--- config.mk ---
export PLATFORM = sky130hd
export DESIGN_NAME = keypad_scan_ctrl_flat
export DESIGN_NICKNAME = d
export VERILOG_FILES = /design/src/rtl/keypad_scan_ctrl_pkg.sv /design/src/rtl/keypad_scan_ctrl_if.sv /design/src/rtl/keypad_scan_ctrl_fifo.sv /design/src/rtl/keypad_scan_ctrl.sv /design/src/flat_wrapper.sv
export SDC_FILE = /design/constraint.sdc
export NUM_CORES = 1
export LEC_CHECK = 0
export CAP_MARGIN = 20
export CORE_ASPECT_RATIO = 0.75
export CORE_MARGIN = 8
export CORE_UTILIZATION = 40
export DETAILED_ROUTE_END_ITERATION = 6
export MAX_ROUTING_LAYER = met4
export SYNTH_ARGS = -nofsm -noshare
export SYNTH_HDL_FRONTEND = slang
export SYNTH_HIERARCHICAL = 1
export SYNTH_SLANG_ARGS = --single-unit
--- constraint.sdc ---
create_clock -name clk -period 8.9 [get_ports clk]
set_input_delay 0.89 -clock clk [delete_from_list [all_inputs] [get_ports clk]]
set_output_delay 0.89 -clock clk [all_outputs]
set_load 0.005 [all_outputs]
--- src/rtl/keypad_scan_ctrl_pkg.sv ---
// ---------------------------------------------------------------------------
// keypad_pkg
// Shared types and helpers for the 4x4 keypad scan controller:
//   - kp_state_e : debounce FSM states
//   - KEY_W / NUM_COLS / NUM_ROWS : matrix geometry
//   - key_code() : (column, row) -> 4-bit key code
//   - first_set(): lowest pressed key in a full-scan snapshot
// ---------------------------------------------------------------------------
package keypad_pkg;

    localparam int KEY_W    = 4;
    localparam int NUM_COLS = 4;
    localparam int NUM_ROWS = 4;
    localparam int NUM_KEYS = NUM_COLS * NUM_ROWS;

    typedef enum logic [1:0] {
        IDLE         = 2'd0,
        PRESS_WAIT   = 2'd1,
        HELD         = 2'd2,
        RELEASE_WAIT = 2'd3
    } kp_state_e;

    // col_idx*4 + row_idx; with four rows this is a plain concatenation
    function automatic logic [KEY_W-1:0] key_code(input logic [1:0] col_idx,
                                                  input logic [1:0] row_idx);
        return {col_idx, row_idx};
    endfunction

    // Returns {found, code} for the lowest set bit of the snapshot.
    // Scanning downward lets the last hit (the lowest index) win.
    function automatic logic [KEY_W:0] first_set(input logic [NUM_KEYS-1:0] snap);
        logic [KEY_W:0] res;
        res = {1'b0, 4'd0};
        for (int i = NUM_KEYS - 1; i >= 0; i--) begin
            if (snap[i]) begin
                res = {1'b1, key_code(2'(i / NUM_ROWS), 2'(i % NUM_ROWS))};
            end
        end
        return res;
    endfunction

endpackage

--- src/rtl/keypad_scan_ctrl_if.sv ---
// ---------------------------------------------------------------------------
// keypad_scan_ctrl_if
// Key-event stream between the keypad controller and its consumer.
//   key_code  : FIFO head code
//   key_valid : FIFO non-empty
//   key_ready : consumer accepts the head when key_valid && key_ready
//   key_held  : a debounced key is currently held down
//   overflow  : one-cycle pulse when a debounced code is dropped
// master = controller side, slave = consumer side.
// ---------------------------------------------------------------------------
interface keypad_scan_ctrl_if;
    import keypad_pkg::*;

    logic [KEY_W-1:0] key_code;
    logic             key_valid;
    logic             key_ready;
    logic             key_held;
    logic             overflow;

    modport master (
        output key_code,
        output key_valid,
        output key_held,
        output overflow,
        input  key_ready
    );

    modport slave (
        input  key_code,
        input  key_valid,
        input  key_held,
        input  overflow,
        output key_ready
    );

endinterface

--- src/rtl/keypad_scan_ctrl_fifo.sv ---
// ---------------------------------------------------------------------------
// key_fifo
// Synchronous FIFO for debounced key codes.
//   clk, rst  : clock, synchronous active-high reset (contents discarded)
//   push      : write request; dropped when full unless a pop happens too
//   push_data : code to write
//   pop       : read request; ignored while empty
//   pop_data  : head entry
//   full      : FIFO holds DEPTH entries
//   empty     : FIFO holds no entries
//   overflow  : one-cycle pulse after a push was dropped
// DEPTH must be a power of two so the pointers wrap by plain overflow.
// ---------------------------------------------------------------------------
module key_fifo #(
    parameter int WIDTH = 4,
    parameter int DEPTH = 4
) (
    input  logic             clk,
    input  logic             rst,
    input  logic             push,
    input  logic [WIDTH-1:0] push_data,
    input  logic             pop,
    output logic [WIDTH-1:0] pop_data,
    output logic             full,
    output logic             empty,
    output logic             overflow
);

    localparam int PTR_W = (DEPTH > 1) ? $clog2(DEPTH) : 1;
    localparam int CNT_W = PTR_W + 1;

    logic [WIDTH-1:0] mem_r [DEPTH];
    logic [PTR_W-1:0] wr_ptr_r;
    logic [PTR_W-1:0] rd_ptr_r;
    logic [CNT_W-1:0] count_r;
    logic [CNT_W-1:0] count_next_s;
    logic             full_r;
    logic             empty_r;
    logic             overflow_r;
    logic             do_push_s;
    logic             do_pop_s;

    // Qualify requests: no pop from empty; a push into a full FIFO only
    // succeeds when a pop frees a slot in the same cycle.
    always_comb begin
        do_pop_s  = pop && !empty_r;
        do_push_s = push && (!full_r || do_pop_s);
        if (do_push_s && !do_pop_s) begin
            count_next_s = count_r + CNT_W'(1);
        end else if (!do_push_s && do_pop_s) begin
            count_next_s = count_r - CNT_W'(1);
        end else begin
            count_next_s = count_r;
        end
    end

    // Storage, pointers and registered status flags
    always_ff @(posedge clk) begin
        if (rst) begin
            for (int i = 0; i < DEPTH; i++) begin
                mem_r[i] <= '0;
            end
            wr_ptr_r   <= '0;
            rd_ptr_r   <= '0;
            count_r    <= '0;
            full_r     <= 1'b0;
            empty_r    <= 1'b1;
            overflow_r <= 1'b0;
        end else begin
            if (do_push_s) begin
                mem_r[wr_ptr_r] <= push_data;
                wr_ptr_r        <= wr_ptr_r + PTR_W'(1);
            end
            if (do_pop_s) begin
                rd_ptr_r <= rd_ptr_r + PTR_W'(1);
            end
            count_r    <= count_next_s;
            full_r     <= (count_next_s == CNT_W'(DEPTH));
            empty_r    <= (count_next_s == CNT_W'(0));
            overflow_r <= push && !do_push_s;
        end
    end

    assign pop_data = mem_r[rd_ptr_r];
    assign full     = full_r;
    assign empty    = empty_r;
    assign overflow = overflow_r;

endmodule

--- src/rtl/keypad_scan_ctrl.sv ---
// ---------------------------------------------------------------------------
// keypad_scan_ctrl
// 4x4 matrix keypad controller: one-hot column scan, row synchronizer,
// press/release debounce FSM and a key-code FIFO with valid/ready handshake.
//   clk  : system clock (rising edge)
//   rst  : synchronous active-high reset
//   fila : row lines, active-high, asynchronous to clk
//   col  : one-hot column drive
//   kif  : key-event stream (key_code/key_valid/key_ready/key_held/overflow)
// ---------------------------------------------------------------------------
module keypad_scan_ctrl
    import keypad_pkg::*;
#(
    parameter int CLK_DIV        = 65536,
    parameter int DEBOUNCE_SCANS = 4,
    parameter int FIFO_DEPTH     = 4
) (
    input  logic                   clk,
    input  logic                   rst,
    input  logic [NUM_ROWS-1:0]    fila,
    output logic [NUM_COLS-1:0]    col,
    keypad_scan_ctrl_if.master     kif
);

    localparam int TIMER_W = (CLK_DIV > 1) ? $clog2(CLK_DIV) : 1;
    localparam int CNT_W   = $clog2(DEBOUNCE_SCANS + 1) + 1;

    logic [NUM_ROWS-1:0] sync1_r;
    logic [NUM_ROWS-1:0] sync2_r;
    logic [TIMER_W-1:0]  timer_r;
    logic [1:0]          col_idx_r;
    logic [NUM_COLS-1:0] col_r;
    logic [NUM_KEYS-1:0] snap_r;
    logic                scan_done_r;
    logic                tc_s;

    kp_state_e           state_r;
    kp_state_e           state_next_s;
    logic [CNT_W-1:0]    cnt_r;
    logic [CNT_W-1:0]    cnt_inc_s;
    logic                deb_reached_s;
    logic [KEY_W-1:0]    stored_r;
    logic                held_r;
    logic                cand_valid_s;
    logic [KEY_W-1:0]    cand_s;
    logic                cand_match_s;
    logic                stored_hit_s;

    logic                push_s;
    logic [KEY_W-1:0]    push_code_s;
    logic                pop_s;
    logic [KEY_W-1:0]    fifo_head_s;
    logic                fifo_empty_s;
    logic                fifo_full_unused_s;
    logic                fifo_ovf_s;

    assign tc_s = (timer_r == TIMER_W'(CLK_DIV - 1));

    // Row synchronizer, slot timer, column sequencer and scan snapshot
    always_ff @(posedge clk) begin
        if (rst) begin
            sync1_r     <= '0;
            sync2_r     <= '0;
            timer_r     <= '0;
            col_idx_r   <= 2'd0;
            col_r       <= 4'b0001;
            snap_r      <= '0;
            scan_done_r <= 1'b0;
        end else begin
            sync1_r <= fila;
            sync2_r <= sync1_r;
            if (tc_s) begin
                timer_r   <= '0;
                // The synchronizer output belongs to the column still driven
                snap_r[{col_idx_r, 2'b00} +: NUM_ROWS] <= sync2_r;
                col_idx_r <= col_idx_r + 2'd1;
                col_r     <= 4'b0001 << (col_idx_r + 2'd1);
            end else begin
                timer_r <= timer_r + TIMER_W'(1);
            end
            // Strobe lands one cycle after the last column is written, so the
            // FSM always sees a complete snapshot
            scan_done_r <= tc_s && (col_idx_r == 2'd3);
        end
    end

    // Candidate key and comparisons against the stored key
    always_comb begin
        {cand_valid_s, cand_s} = first_set(snap_r);
        cand_match_s  = cand_valid_s && (cand_s == stored_r);
        stored_hit_s  = snap_r[stored_r];
        cnt_inc_s     = cnt_r + CNT_W'(1);
        deb_reached_s = (cnt_inc_s >= CNT_W'(DEBOUNCE_SCANS));
    end

    // FSM state register
    always_ff @(posedge clk) begin
        if (rst) begin
            state_r <= IDLE;
        end else begin
            state_r <= state_next_s;
        end
    end

    // FSM next-state logic; transitions only on scan boundaries
    always_comb begin
        state_next_s = state_r;
        if (scan_done_r) begin
            case (state_r)
                IDLE: begin
                    if (!cand_valid_s) begin
                        state_next_s = IDLE;
                    end else if (DEBOUNCE_SCANS == 1) begin
                        state_next_s = HELD;
                    end else begin
                        state_next_s = PRESS_WAIT;
                    end
                end
                PRESS_WAIT: begin
                    if (!cand_match_s) begin
                        state_next_s = IDLE;
                    end else if (deb_reached_s) begin
                        state_next_s = HELD;
                    end else begin
                        state_next_s = PRESS_WAIT;
                    end
                end
                HELD: begin
                    if (!stored_hit_s) begin
                        state_next_s = RELEASE_WAIT;
                    end else begin
                        state_next_s = HELD;
                    end
                end
                RELEASE_WAIT: begin
                    if (stored_hit_s) begin
                        state_next_s = HELD;
                    end else if (deb_reached_s) begin
                        state_next_s = IDLE;
                    end else begin
                        state_next_s = RELEASE_WAIT;
                    end
                end
                default: begin
                    state_next_s = IDLE;
                end
            endcase
        end else begin
            state_next_s = state_r;
        end
    end

    // FSM outputs: FIFO push and the code to push
    always_comb begin
        push_s      = 1'b0;
        push_code_s = stored_r;
        if (scan_done_r) begin
            case (state_r)
                IDLE: begin
                    if (cand_valid_s && (DEBOUNCE_SCANS == 1)) begin
                        push_s      = 1'b1;
                        push_code_s = cand_s;
                    end else begin
                        push_s      = 1'b0;
                    end
                end
                PRESS_WAIT: begin
                    if (cand_match_s && deb_reached_s) begin
                        push_s = 1'b1;
                    end else begin
                        push_s = 1'b0;
                    end
                end
                default: begin
                    push_s = 1'b0;
                end
            endcase
        end else begin
            push_s = 1'b0;
        end
    end

    // Debounce counter, stored key and registered key_held
    always_ff @(posedge clk) begin
        if (rst) begin
            cnt_r    <= '0;
            stored_r <= '0;
            held_r   <= 1'b0;
        end else begin
            held_r <= (state_next_s == HELD) || (state_next_s == RELEASE_WAIT);
            if (scan_done_r) begin
                case (state_r)
                    IDLE: begin
                        if (cand_valid_s) begin
                            stored_r <= cand_s;
                            cnt_r    <= CNT_W'(1);
                        end
                    end
                    PRESS_WAIT: begin
                        if (cand_match_s) begin
                            cnt_r <= cnt_inc_s;
                        end
                    end
                    HELD: begin
                        if (!stored_hit_s) begin
                            cnt_r <= CNT_W'(1);
                        end
                    end
                    RELEASE_WAIT: begin
                        if (!stored_hit_s) begin
                            cnt_r <= cnt_inc_s;
                        end
                    end
                    default: begin
                        cnt_r <= '0;
                    end
                endcase
            end
        end
    end

    assign pop_s = !fifo_empty_s && kif.key_ready;

    key_fifo #(
        .WIDTH (KEY_W),
        .DEPTH (FIFO_DEPTH)
    ) u_fifo (
        .clk       (clk),
        .rst       (rst),
        .push      (push_s),
        .push_data (push_code_s),
        .pop       (pop_s),
        .pop_data  (fifo_head_s),
        .full      (fifo_full_unused_s),
        .empty     (fifo_empty_s),
        .overflow  (fifo_ovf_s)
    );

    assign col           = col_r;
    assign kif.key_code  = fifo_head_s;
    assign kif.key_valid = !fifo_empty_s;
    assign kif.key_held  = held_r;
    assign kif.overflow  = fifo_ovf_s;

endmodule

--- src/flat_wrapper.sv ---
// flat-port wrapper written by rule: the top's interface ports become plain ports
module keypad_scan_ctrl_flat import keypad_pkg::*;
#(
    parameter int CLK_DIV        = 65536,
    parameter int DEBOUNCE_SCANS = 4,
    parameter int FIFO_DEPTH     = 4
)
  (clk, rst, fila, col, kif_key_code, kif_key_valid, kif_key_held, kif_overflow, kif_key_ready);
  keypad_scan_ctrl_if kif_i ();
  input  logic clk;
  input  logic rst;
  input  logic [NUM_ROWS-1:0] fila;
  output logic [NUM_COLS-1:0] col;
  output wire logic [$bits(kif_i.key_code)-1:0] kif_key_code;
  output wire logic [$bits(kif_i.key_valid)-1:0] kif_key_valid;
  output wire logic [$bits(kif_i.key_held)-1:0] kif_key_held;
  output wire logic [$bits(kif_i.overflow)-1:0] kif_overflow;
  input wire logic [$bits(kif_i.key_ready)-1:0] kif_key_ready;
  assign kif_key_code = kif_i.key_code;
  assign kif_key_valid = kif_i.key_valid;
  assign kif_key_held = kif_i.key_held;
  assign kif_overflow = kif_i.overflow;
  assign kif_i.key_ready = kif_key_ready;
  keypad_scan_ctrl #(.CLK_DIV(CLK_DIV), .DEBOUNCE_SCANS(DEBOUNCE_SCANS), .FIFO_DEPTH(FIFO_DEPTH)) u_core (.clk(clk), .rst(rst), .fila(fila), .col(col), .kif(kif_i));
endmodule
==> impl_metrics.ini <==
[run_status]
status = finished clean

[worst_setup_path]
critPathMaxFanout = 11
regToRegSetupSlack_ps = 5360
critPathLaunchType = flop
worstPathRequired_ps = 8940
critPathArrivalTime_ps = 3580
r2r-end = u_core/u_fifo/mem_r[2][1]
end_kind = flop
worstSetupPathType = reg2reg
rr_worst_depth = 11
timing.rr.start = u_core/snap_r[4]

[timing]
clock.fmax_mhz = 282.3
setup_viol = 0
fin_skew_ps = 5.056
tns_ps = 0
hold_ws_ps = 435.8
slew_violations = 0
slew_headroom = 0.4319
rsz0062_at_grt = false
period_needed_ps = 3542
fin_crit_sh = 0.3980
final-hold-violation-count = 0
tightest_slew_ps = 852.2

[yosys]
synth.distinct_cells = 65
synth_nets = 452
synth_top_family_by_area = simple AND/OR/NAND/NOR gates
synth_common_cells = dfxtp_1 (70), nor2_1 (58), nand2_1 (27)
synth_fa_ha_area_frac = 0.03551
yosysMostFrequentCell = dfxtp_1
synth-simple-area-share = 0.2442
syn-cell-area_sq_um = 4228
ys_ff_latch = 86
async_flop_share = 0
synthMuxAreaShare = 0.06836
ys_seq_area_frac = 0.4451
synthTopCellsByArea = dfxtp_1 (33%), edfxtp_1 (11%), nor2_1 (5.1%), mux4_2 (3.7%), ha_1 (3.6%)
synth_top_area_share = 0.3315
synth_edf_count = 16
synth_cells = 433
synth_xor_area_frac = 0.04350
synth-main-ff-cell = dfxtp_1
synth_area_leader_cell = dfxtp_1
synth_compound_area_frac = 0.1225
yosys_warnings = 6
avgSynthCellArea_sq_um = 9.764

[clocking]
cts_hold_buf = 0
post_cts_buffers = 0
clockRootBuffer = clkbuf_16
cts_buffers = 9
cts.sinks = 86
cts.path.max_buffers = 2
htreeDepth = 3
cts_resized = 0
clock_latency_ps = 330
cts_tree = yes
path_clk_slew_ps = 60

[global_routing]
grt_overflow = 0
grt_pass1_vias = 2947
grt_pass1_wl_um = 14280
grt_antenna_before_repair = 0
grt_max_degree = 67
grt_usage = 0.1283

[power]
power.leakage_nw = 1.710
p_per_area_nw_per_um2 = 176.2
peakVddDrop_uv = 119.0
total_power_uw = 842.7

[routing]
drt-total-wl_um = 8254
met1Wirelength_um = 4188
drt.antenna.violating_nets = 0
vias = 3039
first_pass_iters = 4
wl_per_cell_um = 14.13
drc_errors = 0
drt_iter0_drc = 161
routed.top_layer = met4
routed_via_density = 5.204
wl_met2_um = 3560
wl_met3_um = 411

[layout]
stdcell_count = 584
final_nets = 462
area_growth_pct = 13.11
drive_gt1_frac = 0.09821
diodes = 0
utilization = 0.4647

[placement]
place_inst = 568
gp_congestion = 0.7927
io_buffers = 17
place_hpwl_um = 5799

[worst_hold_path]
hold_depth = 1
min-delay-start = u_core/sync1_r[0]
hp-class = reg2reg
hold_end = u_core/sync2_r[0]

[floorplanning]
die_w_um = 134.7
die_h_um = 105.0
rows = 32
start_util = 0.4109
die-area_sq_um = 14150
coreArea_sq_um = 10290
ios = 18

[flow_run]
drv_cap = 0
## area by class of cell
class                   instances  area, sq um
repair buffers                 18        172.7
flip-flops and latches         86         1882
multi-input cells             316         2173
clock buffers                  11        232.7
inverters                      12        45.04
well taps                     136        170.2
clock inverters                 5        106.4
fillers                       962         5508
## layer usage
layer	vias to the layer above	track usage
met4	0	0.05436
met1	1415	0.1685
met5	-	-
met3	6	0.03589
li1	1556	-
met2	62	0.1801
## how the worst max path moves through the flow
stage                                 from                   endpoint  cells past startpoint
after CTS                 u_core/snap_r[4]  u_core/u_fifo/mem_r[2][1]                     11
after floorplan           u_core/snap_r[4]  u_core/u_fifo/mem_r[2][0]                     12
final                     u_core/snap_r[4]  u_core/u_fifo/mem_r[2][1]                     11
after global routing      u_core/snap_r[4]  u_core/u_fifo/mem_r[2][1]                     11
after global placement    u_core/snap_r[4]  u_core/u_fifo/mem_r[1][2]                     11
after detailed placement  u_core/snap_r[4]  u_core/u_fifo/mem_r[1][2]                     11
## cell families after synthesis
family                   Yosys count
AO/OA/AOI/OAI                     73
adder cells (fa/ha/maj)           12
buffers and inverters             31
AND/OR/NAND/NOR                  192
flip-flops                        86
multiplexers                      18
XOR/XNOR                          21
## sequential cells by signal, indices dropped and copies added, names as in the netlist, 2 cells and up, named ones only
signal	count
u_core/snap_r	16
u_core/timer_r	16
u_core/u_fifo/mem_r	16
u_core/cnt_r	4
u_core/col	4
u_core/push_code_s	4
u_core/sync1_r	4
u_core/sync2_r	4
u_core/u_fifo/count_r	3
u_core/col_idx_r	2
u_core/state_r	2
u_core/u_fifo/rd_ptr_r	2
u_core/u_fifo/wr_ptr_r	2
## cells in the final DEF, fill, tap and decap left out, types with 3 or more instances in the layout
cell             synthesis  routed
a211o_1                  3       3
a211oi_1                 3       3
a21boi_0                11      11
a21oi_1                 12      12
a311oi_1                 3       3
a31oi_1                 13      13
and2_1                  22      22
and3_1                   4       4
bufinv_16                0       3
clkbuf_16                0       9
clkdlybuf4s50_1          0      16
dfxtp_1                 70      70
edfxtp_1                16      16
ha_1                    12      12
inv_1                   12      12
mux2i_1                  9       9
mux4_2                   7       7
nand2_1                 27      27
nand2b_1                 6       6
nand3_1                 13      13
nand3b_1                 3       3
nor2_1                  58      58
nor2b_1                 13      13
nor3_1                   8       8
nor3b_1                  5       5
nor4_1                   7       7
o21ai_0                  7       7
or2_2                    7       7
xnor2_1                  8       8
xor2_1                  13      13
## report_power, final
part	total [mW]	switching [mW]	internal (mW)
registers	0.405	0.00302	0.402
logic	0.0161	0.00855	0.00760
clock network	0.422	0.147	0.275
total	0.843	0.158	0.684
## worst max-delay path, cell delays in order (launching register included)
cell,delay (ps)
dfxtp_1,370
or4_4,570
nor4_2,260
a211o_1,180
a21oi_2,70
nor4_4,470
nand3_1,190
inv_1,270
nand2b_1,110
a21oi_1,310
and3b_1,280
or2_2,180
## stage by stage
step / setup WS (ps) / instance area, sq um
global route: 5089 / 4782
CTS: 5381 / 4782
finish: 5358 / 4782
detailed placement: 5392 / 4443
floorplan: 5784 / 4228
global placement: 5516 / 4443
(Power assumes the default switching activity.)
